[config.mk]
export PLATFORM = sky130hd
export DESIGN_NAME = program_loader
export DESIGN_NICKNAME = d
export VERILOG_FILES = /design/src/rtl/program_loader.sv
export SDC_FILE = /design/constraint.sdc
export NUM_CORES = 1
export LEC_CHECK = 0
export CAP_MARGIN = 20
export CORE_MARGIN = 8
export CORE_UTILIZATION = 54
export DETAILED_ROUTE_END_ITERATION = 10
export PLACE_DENSITY = 0.84
export SYNTH_ARGS = -nofsm -noshare
export SYNTH_HDL_FRONTEND = slang
export SYNTH_SLANG_ARGS = --single-unit
[constraint.sdc]
create_clock -name clk -period 3.7 [get_ports clk]
set_clock_uncertainty 0.2 [all_clocks]
set_input_delay 0.74 -clock clk [delete_from_list [all_inputs] [get_ports clk]]
set_output_delay 0.74 -clock clk [all_outputs]
set_load 0.01 [all_outputs]
[src/rtl/program_loader.sv]
// Byte-stream program loader: receives a length-prefixed frame and writes it word by word
// into program memory while holding the CPU in reset. Optional trailing checksum: LOADER_CHECKSUM_EN.
module program_loader #(
    parameter int unsigned MEM_BYTES = 32
) (
    input  logic                         clk,
    input  logic                         reset,
    input  logic                         start,
    input  logic                         byte_valid,
    input  logic [7:0]                   byte_data,
    output logic                         byte_ready,
    output logic [$clog2(MEM_BYTES)-1:0] mem_address,
    output logic                         mem_write_enable,
    output logic [31:0]                  mem_write_data,
    output logic                         cpu_hold,
    output logic                         done,
    output logic                         error
);

    localparam int unsigned MEM_WORDS = MEM_BYTES / 4;
    localparam int unsigned AW        = $clog2(MEM_BYTES);

    typedef enum logic [2:0] {
        StIdle,
        StLen,
        StData,
        StWrite,
        StDone,
        StError
`ifdef LOADER_CHECKSUM_EN
        ,
        StCheck
`endif
    } state_e;

    state_e          state_q, state_d;
    logic [7:0]      len_q;
    logic [AW-1:0]   word_idx_q;
    logic [1:0]      byte_idx_q;
    logic [31:0]     word_buf_q;
`ifdef LOADER_CHECKSUM_EN
    logic [7:0]      sum_q;
`endif

    logic fire;
    logic len_bad;
    logic last_word;

    assign fire      = byte_valid && byte_ready;
    assign len_bad   = (byte_data == 8'd0) || (32'(byte_data) > MEM_WORDS);
    assign last_word = (32'(word_idx_q) == (32'(len_q) - 32'd1));

    // All outputs decode from the state register or come straight from registers.
`ifdef LOADER_CHECKSUM_EN
    assign byte_ready = (state_q == StLen) || (state_q == StData) || (state_q == StCheck);
`else
    assign byte_ready = (state_q == StLen) || (state_q == StData);
`endif
    assign mem_write_enable = (state_q == StWrite);
    assign mem_address      = word_idx_q << 2;
    assign mem_write_data   = word_buf_q;
    assign cpu_hold         = (state_q != StDone);
    assign done             = (state_q == StDone);
    assign error            = (state_q == StError);

    always_comb begin
        state_d = state_q;
        case (state_q)
            StIdle: begin
                if (start) state_d = StLen;
            end
            StLen: begin
                if (fire) state_d = len_bad ? StError : StData;
            end
            StData: begin
                if (fire && (byte_idx_q == 2'd3)) state_d = StWrite;
            end
            StWrite: begin
                if (!last_word) begin
                    state_d = StData;
                end else begin
`ifdef LOADER_CHECKSUM_EN
                    state_d = StCheck;
`else
                    state_d = StDone;
`endif
                end
            end
`ifdef LOADER_CHECKSUM_EN
            StCheck: begin
                if (fire) state_d = (byte_data == sum_q) ? StDone : StError;
            end
`endif
            StDone, StError: begin
                if (start) state_d = StLen;
            end
            default: state_d = StIdle;
        endcase
    end

    always_ff @(posedge clk or posedge reset) begin
        if (reset) begin
            state_q <= StIdle;
        end else begin
            state_q <= state_d;
        end
    end

    always_ff @(posedge clk or posedge reset) begin
        if (reset) begin
            len_q      <= 8'd0;
            word_idx_q <= '0;
            byte_idx_q <= 2'd0;
            word_buf_q <= 32'd0;
`ifdef LOADER_CHECKSUM_EN
            sum_q      <= 8'd0;
`endif
        end else begin
            case (state_q)
                StIdle, StDone, StError: begin
                    // A new frame always restarts from address 0 with a clean buffer.
                    if (start) begin
                        word_idx_q <= '0;
                        byte_idx_q <= 2'd0;
                        word_buf_q <= 32'd0;
                    end
                end
                StLen: begin
                    if (fire) begin
                        len_q      <= byte_data;
                        word_idx_q <= '0;
                        byte_idx_q <= 2'd0;
`ifdef LOADER_CHECKSUM_EN
                        sum_q      <= byte_data;
`endif
                    end
                end
                StData: begin
                    if (fire) begin
                        word_buf_q[{byte_idx_q, 3'b000} +: 8] <= byte_data;
                        byte_idx_q <= byte_idx_q + 2'd1;
`ifdef LOADER_CHECKSUM_EN
                        sum_q      <= sum_q + byte_data;
`endif
                    end
                end
                StWrite: begin
                    if (!last_word) word_idx_q <= word_idx_q + AW'(1);
                end
                default: begin
                end
            endcase
        end
    end

endmodule

==> metrics, run 1 <==
status=finished, final reports clean; clock sinks=50; fraction of final layout cells sized beyond drive strength 1=0.0836; CTS buffer count=5; DRC=0; RSZ-0062 raised after global routing=no; Worst setup EP type=primary output; Max Fclk=between 0.3 and 0.4 GHz; die height=roughly 84 um; TritonRoute pass-1 iters=4; Reg clk slew, reported paths=approximately 0.090 ns; Mapped Cells=around 280; Worst-Margin Slew=approximately 0.8 ns; core area=4600 um^2; Max-Cap Viols=0; first-pass GRT wire length=between 9000 and 10000 um; LEAKAGE=approximately 1.3 nW; crit-path cells=nor2b_2, nand2_1, inv_1, clkdlybuf4s50_1; Synthesis Warnings=0; DP Area=3020 um^2; vias in the first global route=approximately 2000; area of the multi-input gates=about 1100 um^2; initial antenna violation count=0; top post-synthesis cells by area=dfrtp_1 50%, nand2_1 9.5%, o21ai_0 7.5%; Netlist Area Pre-Place=2520 um^2; post-CTS sizing=0; count leader, synth=nand2_1; post-synthesis xor/xnor area fraction=0.0417; library cells used by synthesis=40; htree depth=2; hold buffers post-CTS=0; sw frac=0.291; final wirelength=between 5000 and 6000 um; DP Wirelength=around 4400 um; register area=approximately 1300 um^2; Rel. slew slack=0.473; CP peak stage delay=approximately 0.58 ns; Internal=about 900 uW; Fillers=between 300 and 400; DRT antenna net count=0; Critical Path Slowest Stage Cell=clkdlybuf4s50_1; Placer Congestion=0.832; final instance area=3170 um^2; Logic pwr share=0.220; initial drt markers=125; CTS tree=yes; Post-Synth Simple-Gate Area=0.218; clock power share=0.294; syn_area_per_cell=a little over 9 um^2; pwr/cell area=roughly 410 nW/um^2; endpoints failing hold=0; io pins=54; number of enable flip-flop cells after synthesis=0; Slew Viols, Final=0; register area share after synthesis=0.496; top cell type by total area after synthesis=dfrtp_1; port bufs=51; top cells by count, synth=64 x nand2_1, 50 x dfrtp_1, 38 x o21ai_0; Die W=~84 um; WP buf/inv=2; Overflow after GRT=0; fin crit period=2.91 ns; Die ar.=just over 7000 um^2; largest family of logic cells by synthesized area=simple AND/OR/NAND/NOR gates; setup TNS=0 ns; switching power=377 uW; Flop pwr share=0.486; Synth Flop Type=dfrtp_1; diode count=0; Worst Path Required=roughly 2.8 ns; post-layout power=1.30 mW; area growth from synthesis to layout=25.9%; Hold Crit Class=reg -> reg; Adder-Cell Fraction of Synth Area=0.0347; WL per Instance=approximately 16 um; crit path max fanout=9; via count=just over 2000; CP Launch Type=flip-flop; Longest Clk Path Bufs=2; Final #Nets=341; VDD IR-drop max=between 0.3 and 0.4 mV; Root Driver=clkbuf_8; Final setup violation count=0; Cell Rows=25; fraction of registers with async set/reset=1.00; post-synthesis mux area share=0.0308; Crit Path Class=reg -> out; period utilisation layout=0.787; arrival time at the worst endpoint=slightly below 2 ns; pin count of the biggest net entering global routing=51; Initial Utilization=0.548; Seq cells post-synth=50; Top delay family on crit path=buffers and inverters; post-synth top area share=0.496; Compound-Gate Fraction of Synth Area=0.125; worst skew pair latency=about 0.30 ns; fin util=0.690; post-CTS setup buffers=0; Tot GR Track Use=0.168; vias per inst=5.46
==> worst min-delay path: stages (launching register included) <==
cell and delay (ns):
dfrtp_1 0.35, nand2_1 0.04, o21ai_0 0.06
==> cell type report <==
cell class,count,share of cell area
Clock inverter,3,0.0142
Clock buffer,5,0.0217
Tap cell,54,0.0213
Inverter,10,0.0118
Timing Repair Buffer,56,0.177
Sequential cell,50,0.394
Multi-Input combinational cell,199,0.360
==> power groups by stage <==
stage	combinational [mW]	clock, mW	sequential [mW]
final	0.285	0.381	0.629
after global routing	0.316	0.416	0.636
after CTS	0.277	0.386	0.629
after detailed placement	0.276	0	0.639
after global placement	0.268	0	0.637
after floorplan	0.218	0	0.619
==> flip-flops by register name, indices dropped and copies added, names as in the netlist <==
signal and flops:
len_q 8, state_q 3, word_idx_q 5, mem_write_data 32, byte_idx_q 2
==> metrics by stage <==
| step | worst slack [ns] | hold WS [ns] | instances |
|---|---|---|---|
| 2_1_floorplan | 1.56 | 0.282 | 276 |
| 5_1_grt | 0.623 | 0.318 | 377 |
| 3_5_place_dp | 0.878 | 0.270 | 366 |
| 6_report | 0.790 | 0.289 | 377 |
| 3_3_place_gp | 0.886 | 0.262 | 366 |
| 4_1_cts | 0.772 | 0.291 | 374 |
==> cell usage in the layout, fill, tap and decap left out, drive strengths merged, types with 6 or more instances in the layout <==
master,Yosys,final
dfrtp,50,50
inv,10,10
nand2,64,64
o21ai,39,39
xnor2,8,8
clkdlybuf4s50,0,51
mux2,6,6
nor3,9,9
clkbuf,3,6
nand3,12,12
ha,7,7
nor2,7,7
==> cells by family (layout without fill, tap and decap cells) <==
group                    count (synthesis)  count (layout)
buffers and inverters                   27              74
other                                    1               2
AND/OR/NAND/NOR                        115             115
flip-flops                              50              50
AO/OA/AOI/OAI                           56              56
adder cells (fa/ha/maj)                  7               7
XOR/XNOR                                12              12
multiplexers                             7               7
==> routing by layer <==
metal / GRT usage / routed length (um)
met1: 0.203 / 2540
met2: 0.274 / 2900
met3: 0.0513 / 376
met4: 0.0617 / 68
met5: 0 / 0
==> final timing paths <==
check                           cells past startpoint  slack, ns                           from                        endpoint
worst max-delay path                                4       0.79         state_q[0]$_DFFE_PP0P_                mem_write_enable
worst min-delay path                                2       0.29  mem_write_data[8]$_DFFE_PP0P_   mem_write_data[8]$_DFFE_PP0P_
worst max register to register                      7       1.33      byte_idx_q[0]$_DFFE_PP0P_  mem_write_data[19]$_DFFE_PP0P_
worst min register to register                      2       0.29  mem_write_data[8]$_DFFE_PP0P_   mem_write_data[8]$_DFFE_PP0P_
max in group asynchronous                           3       2.27                          reset  mem_write_data[25]$_DFFE_PP0P_
min in group asynchronous                           2       0.53                          reset   mem_write_data[2]$_DFFE_PP0P_
Note: power is estimated with default switching activity, not from simulation.
==> inputs of run 2 (changes only) <==
CORE_UTILIZATION = 51   (was 54)
PLACE_DENSITY = 0.8   (was 0.84)
clock period = 2.9 ns   (was 3.7 ns; I/O delays follow)
==> metrics, run 2 (synthesis gave the netlist of run 1 again) <==
status=finished, final reports clean; DP Wirelength=between 4000 and 5000 um; first-pass GRT wire length=just over 9000 um; Logic pwr share=0.222; Root Driver=clkbuf_8; Flop pwr share=0.485; Die W=between 80 and 90 um; Worst setup EP type=primary output; worst skew pair latency=about 0.3 ns; fin crit period=approximately 2.7 ns; clock power share=0.293; sw frac=0.290; Rel. slew slack=0.596; clock sinks=50; switching power=~480 uW; hold buffers post-CTS=0; WL per Instance=between 10 and 15 um; Cell Rows=25; CTS buffer count=5; Initial Utilization=0.530; core area=4750 um^2; fin util=0.674; initial antenna violation count=0; Place WS=between 0.2 and 0.25 ns; Max Fclk=approximately 0.36 GHz; vias per inst=between 5 and 6; CTS tree=yes; diode count=0; Final setup violation count=0; initial drt markers=between 80 and 90; Longest Clk Path Bufs=2; Internal=about 1.2 mW; Overflow after GRT=0; CP Launch Type=flip-flop; most frequent cells in the layout=64 x nand2_1, 51 x clkdlybuf4s50_1, 50 x dfrtp_1, 38 x o21ai_0, 12 x nand3_1; arrival time at the worst endpoint=slightly below 2 ns; period utilisation layout=0.947; Reg clk slew, reported paths=~0.09 ns; endpoints failing hold=0; Tot GR Track Use=0.154; pwr/cell area=516 nW/um^2; via count=about 2000; fraction of final layout cells sized beyond drive strength 1=0.0948; pin count of the biggest net entering global routing=approximately 50; DRT antenna net count=0; post-layout power=~1.7 mW; Crit Path Class=reg -> out; vias in the first global route=slightly below 2000; post-CTS setup buffers=0; DRC=0; htree depth=2; Worst-Margin Slew=0.606 ns; Worst Path Required=2.12 ns; Die ar.=between 7000 and 8000 um^2; VDD IR-drop max=roughly 0.43 mV; LEAKAGE=roughly 1.3 nW; max reg flops=32; Max-Cap Viols=0; Final #Nets=roughly 350; Placer Congestion=slightly above 0.8; crit path max fanout=9; Slew Viols, Final=0; setup TNS=0 ns; final wirelength=~5600 um; port bufs=around 50; final worst setup slack=0.153 ns; leading cell type in the layout, fill and taps excluded=nand2_1; area growth from synthesis to layout=27.2%; Hold Crit Class=reg -> reg; RSZ-0062 raised after global routing=no; post-CTS sizing=0; TritonRoute pass-1 iters=4; die height=86.3 um; io pins=54
## run 2: final cells by class
class,count,area [um^2]
Clock buffer,5,68.8
Clock inverter,3,45.0
Fill cell,429,1550
Inverter,10,37.5
Multi-Input combinational cell,199,1140
Sequential cell,50,1250
Tap cell,67,83.8
Timing Repair Buffer,60,578
## run 2: power groups by stage
stage | Sequential, mW | Clock [mW] | Combinational, mW
detailed placement | 0.814 | 0 | 0.353
CTS | 0.801 | 0.494 | 0.354
finish | 0.802 | 0.484 | 0.368
global route | 0.811 | 0.521 | 0.405
floorplan | 0.789 | 0 | 0.278
global placement | 0.814 | 0 | 0.342
## run 2: worst paths after layout
check / slack, ns / to / depth (start not counted) / startpoint
worst max-delay path: 0.15 / mem_write_enable / 4 / state_q[0]$_DFFE_PP0P_
worst min-delay path: 0.29 / mem_write_data[2]$_DFFE_PP0P_ / 2 / mem_write_data[2]$_DFFE_PP0P_
worst max register to register: 0.46 / word_idx_q[2]$_DFFE_PP0P_ / 8 / len_q[0]$_DFFE_PP0P_
worst min register to register: 0.29 / mem_write_data[2]$_DFFE_PP0P_ / 2 / mem_write_data[2]$_DFFE_PP0P_
max in group asynchronous: 1.55 / len_q[2]$_DFFE_PP0P_ / 3 / reset
min in group asynchronous: 0.55 / word_idx_q[1]$_DFFE_PP0P_ / 3 / reset
## run 2: worst max-delay path, cell delays in order, from the launching register on
cell	delay, ns
dfrtp_1	0.50
nor2b_2	0.28
nand2_1	0.12
inv_1	0.19
clkdlybuf4s50_1	0.57
## run 2: through the flow
step	hold slack, ns	cells	instance area (um^2)
floorplan	0.282	276	2520
global placement	0.263	382	3060
detailed placement	0.271	382	3060
CTS	0.292	390	3180
global route	0.310	394	3210
finish	0.285	394	3210
## run 2: layer usage
metal	part of all wire	global-route usage
met2	0.46	0.262
met4	0.012	0.0485
met3	0.059	0.0454
met1	0.47	0.183
met5	0	0
==> inputs of run 3 (changes only) <==
CTS_CLUSTER_DIAMETER = 50   (was default)
==> results of run 3 <==
Final layout, timing and power as in run 2 (identical DEF).
